## src/rtl/reg_bus_arbiter.sv

```systemverilog
// reg_bus_arbiter: round-robin arbiter that sequences register-to-register transfers on a shared tristate bus.
module reg_bus_arbiter #(
  parameter int NREG = 8
) (
  input  logic            clk,
  input  logic            clr,
  input  logic            req0,
  input  logic            req1,
  input  logic [2:0]      src0,
  input  logic [2:0]      src1,
  input  logic [2:0]      dst0,
  input  logic [2:0]      dst1,
  output logic            ack0,
  output logic            ack1,
  output logic            err,
  output logic            busy,
  output logic [NREG-1:0] out_en,
  output logic [NREG-1:0] in_en,
  output logic [7:0]      xfer_cnt
);
  typedef enum logic [1:0] {IDLE, DRIVE, WRITE, ACK} state_t;
  state_t state_q;
  logic gnt_q, ptr_q, sup_q, ack0_q, ack1_q, err_q;
  logic gnt_d, sup_d;
  logic [2:0] src_q, dst_q, src_d, dst_d;
  logic [NREG-1:0] out_en_q, in_en_q;
  logic [7:0] xfer_cnt_q;
  always_comb begin
    gnt_d = (req0 && req1) ? ptr_q : req1;
    src_d = gnt_d ? src1 : src0;
    dst_d = gnt_d ? dst1 : dst0;
    sup_d = (dst_d == 3'd0) || (src_d == dst_d);
  end
  always_ff @(posedge clk) begin
    if (!clr) begin
      state_q    <= IDLE;
      gnt_q      <= 1'b0;
      ptr_q      <= 1'b0;
      sup_q      <= 1'b0;
      src_q      <= '0;
      dst_q      <= '0;
      ack0_q     <= 1'b0;
      ack1_q     <= 1'b0;
      err_q      <= 1'b0;
      out_en_q   <= '0;
      in_en_q    <= '0;
      xfer_cnt_q <= '0;
    end else begin
      case (state_q)
        IDLE: if (req0 || req1) begin
          state_q  <= DRIVE;
          gnt_q    <= gnt_d;
          ptr_q    <= !gnt_d;
          src_q    <= src_d;
          dst_q    <= dst_d;
          sup_q    <= sup_d;
          out_en_q <= sup_d ? '0 : NREG'(1) << src_d;
        end
        DRIVE: begin
          state_q <= WRITE;
          in_en_q <= sup_q ? '0 : NREG'(1) << dst_q;
        end
        WRITE: begin
          state_q    <= ACK;
          out_en_q   <= '0;
          in_en_q    <= '0;
          ack0_q     <= !gnt_q;
          ack1_q     <= gnt_q;
          err_q      <= sup_q;
          xfer_cnt_q <= sup_q ? xfer_cnt_q : xfer_cnt_q + 8'd1;
        end
        default: begin
          state_q <= IDLE;
          ack0_q  <= 1'b0;
          ack1_q  <= 1'b0;
          err_q   <= 1'b0;
        end
      endcase
    end
  end
  assign busy     = state_q != IDLE;
  assign ack0     = ack0_q;
  assign ack1     = ack1_q;
  assign err      = err_q;
  assign out_en   = out_en_q;
  assign in_en    = in_en_q;
  assign xfer_cnt = xfer_cnt_q;
endmodule

```

## config.mk

```make
export PLATFORM = sky130hd
export DESIGN_NAME = reg_bus_arbiter
export DESIGN_NICKNAME = d
export VERILOG_FILES = /design/src/rtl/reg_bus_arbiter.sv
export SDC_FILE = /design/constraint.sdc
export NUM_CORES = 1
export LEC_CHECK = 0
export ABC_AREA = 1
export BUFFER_PORTS_ARGS = -buffer_cell sky130_fd_sc_hd__buf_2
export CAP_MARGIN = 20
export CORE_MARGIN = 10
export CORE_UTILIZATION = 30
export CTS_BUF_LIST = sky130_fd_sc_hd__clkbuf_8
export DETAILED_ROUTE_END_ITERATION = 10
export GPL_TIMING_DRIVEN = 0
export PLACE_DENSITY_LB_ADDON = 0.12
export SYNTH_ARGS = -nofsm -noshare
export SYNTH_HDL_FRONTEND = slang
export SYNTH_SLANG_ARGS = --single-unit
```

## constraint.sdc

```tcl
create_clock -name clk -period 1.3 [get_ports clk]
set_input_delay 0.065 -clock clk [delete_from_list [all_inputs] [get_ports clk]]
set_output_delay 0.065 -clock clk [all_outputs]
set_load 0.005 [all_outputs]
```

==> flow_summary.ini <==
[run_status]
violations = negative setup slack
status = complete, but fails checks

[clocking]
cts_root_buffer = clkbuf_8
ctsHtreeMaxLevel = 2
clock_latency_ps = 280
cts_buffers = 5
clkSinkCount = 35
cts_tree = done
clk_pin_slew_ps = 70
clockBufferDepth = 2

[floorplan]
die_y_microns = 96.5
start_util = 0.313
die_x_microns = 96.5
core_area_sq_um = 5610
io_pins = 44
fp-row-count = 27
dieArea_sq_um = 9320

[finish]
final_common_cell = nand2_1
drive_above_1_share = 0.483
diodes = 0
instances_no_fill = 399
final_nets = 348
num-fill-cells = 590
most-common-layout-cells = nand2_1, buf_2, dfxtp_1, inv_1
area_growth_pct = 54.6

[placed_design]
routabilityCongestion = 0.790
hpwl_microns = 3490
port_buffers = 42
dp_slack_ps = -201
place_inst = 368

[power_and_ir_drop]
combinationalPowerShare = 0.432
powerDensity_nw_per_um2 = 1310
total_power_uw = 3550
internal-power_uw = 2200
p_seq_frac = 0.366
switching_share = 0.380
ir_drop_uv = 545
power_switching_uw = 1350
clkPwrFrac = 0.202
p_leak_uw = 0.00118

[routing]
drt_iter0_drc = 29
drtPass1Iterations = 4
vias_per_cell = 4.67
routed_wl_microns = 5280
routedWlPerCell_microns = 13.2
via_count = 1862
postRouteAntennaNets = 0
drc = 0

[worst_setup_path]
path_class = reg -> reg
cp.arrival_ps = 1630
startpoint_type = flip-flop
critPathCaptureType = flip-flop
critPathMaxFanout = 4
critPathRequiredTime_ps = 1520

[synth]
synth_nets = 274
yosysWarnings = 0
seq_area_frac_synth = 0.399
synth-seq-cells = 35
syn_area_per_cell_sq_um = 6.92
ys_types = 29
syn_area_sq_um = 1760
synthCells = 254

[min_path]
hold_path_class = in -> reg

[timing]
hold_viol = 0
final_max_slew_viol_count = 0
min_period_ps = 1410
setup_violations = 14
fmax_mhz = 707
skew_ps = 4.60
fin_ws_ps = -114
final.period_utilization = 1.09
fin_tns_setup_ps = -936
worstMarginPinSlew_ps = 628
hold_slack_ps = 153
slew_headroom = 0.581
rsz0062_at_grt = true

[global_route]
grt_pass1_wl_microns = 8260
grt_max_degree = 11
antenna_found_initial = 0
grt.total_usage = 0.112
grt_pass1_vias = 1764
grt-ovfl-total = 0

[flow_run]
max-cap-violations = 0
[kinds of logic (layout without fill, tap and decap cells)]
family,after synthesis,after routing,synth area share
DFF,35,35,0.399
xor gates and xnor gates,1,1,0.00499
buffers and inverters,35,105,0.0833
and+or+nand+nor,135,137,0.344
adders and majority gates,4,4,0.0285
AOI/OAI and AO/OA,44,45,0.140
[Yosys cell counts]
master,instances,area share
buf_1,2,0.0043
nor2_2,2,0.0071
inv_2,4,0.0085
nand3b_1,4,0.017
nor2_4,1,0.0064
nand3_1,21,0.060
nand3_2,1,0.0057
nand2_1,71,0.15
a211oi_1,1,0.0043
nand3_4,1,0.010
o21ai_2,1,0.0050
inv_1,25,0.053
buf_4,2,0.0085
clkbuf_1,1,0.0021
buf_6,1,0.0064
a21oi_1,26,0.074
o21ai_1,1,0.0028
xor2_1,1,0.0050
a21oi_4,1,0.0093
o21ai_0,10,0.028
nand2_2,4,0.014
a21boi_0,1,0.0043
a31oi_1,1,0.0036
nor3_1,4,0.011
nand4_2,1,0.0071
o21a_1,2,0.0085
nor2_1,25,0.053
dfxtp_1,35,0.40
ha_1,4,0.028
[metal layers]
metal | vias up | GRT usage | share of wire
met5 | - | 0 | 0
met4 | 0 | 0.0472 | 0.017
met3 | 6 | 0.0393 | 0.065
met2 | 40 | 0.183 | 0.48
met1 | 846 | 0.131 | 0.44
li1 | 970 | - | -
[metrics by stage]
stage	area [sq um]	utilization
after global placement	2090	0.372
after floorplan	1790	-
after CTS	2460	0.439
after global routing	2720	0.484
final	2720	0.484
after detailed placement	2090	0.372
[critical path, stage by stage, from the launching register on]
cell and delay (ps):
dfxtp_2 340, inv_4 70, ha_4 160, inv_6 40, nor2_4 110, nand2_2 90
nor2_4 130, nand4_4 100, nor2_2 120, o21ai_1 60, a21oi_1 130
[state kept, by name, indices dropped and copies added, names as in the netlist]
name / flops
in_en: 8
out_en: 8
xfer_cnt: 8
dst_q: 3
state_q: 2
ack0: 1
ack1: 1
err: 1
gnt_q: 1
ptr_q: 1
sup_q: 1
[worst paths after layout]
path	start	to	slack [ps]	cells after the start
setup / recovery	state_q[0]	xfer_cnt[7]	-110	10
hold / removal	dst0[2]	dst_q[2]	150	5
setup reg to reg	state_q[0]	xfer_cnt[7]	-110	10
hold reg to reg	xfer_cnt[7]	xfer_cnt[7]	460	1
[final cells by class]
type,count,area [sq um],area share
Timing Repair Buffer,64,393,0.145
Tap cell,72,90.1,0.0332
Buffer,6,41.3,0.0152
Clock inverter,1,3.75,0.00138
Multi-Input combinational cell,187,1290,0.475
Inverter,29,125,0.0461
Clock buffer,5,68.8,0.0253
Sequential cell,35,704,0.259
[what timing repair did]
action                                  4_1_cts  5_1_grt
gates resized for setup                      55       45
hold buffers                                  0        0
gates cloned                                  3        2
endpoints found under the setup margin       24       29
buffers inserted                             11        9
pin swaps                                    14       19
[power groups by stage]
stage	clock, uW	combinational (uW)	sequential (uW)
floorplan	0	670	1310
global placement	0	971	1300
detailed placement	0	969	1310
CTS	747	1320	1290
global route	786	1690	1310
finish	716	1530	1300
(Power assumes the default switching activity.)
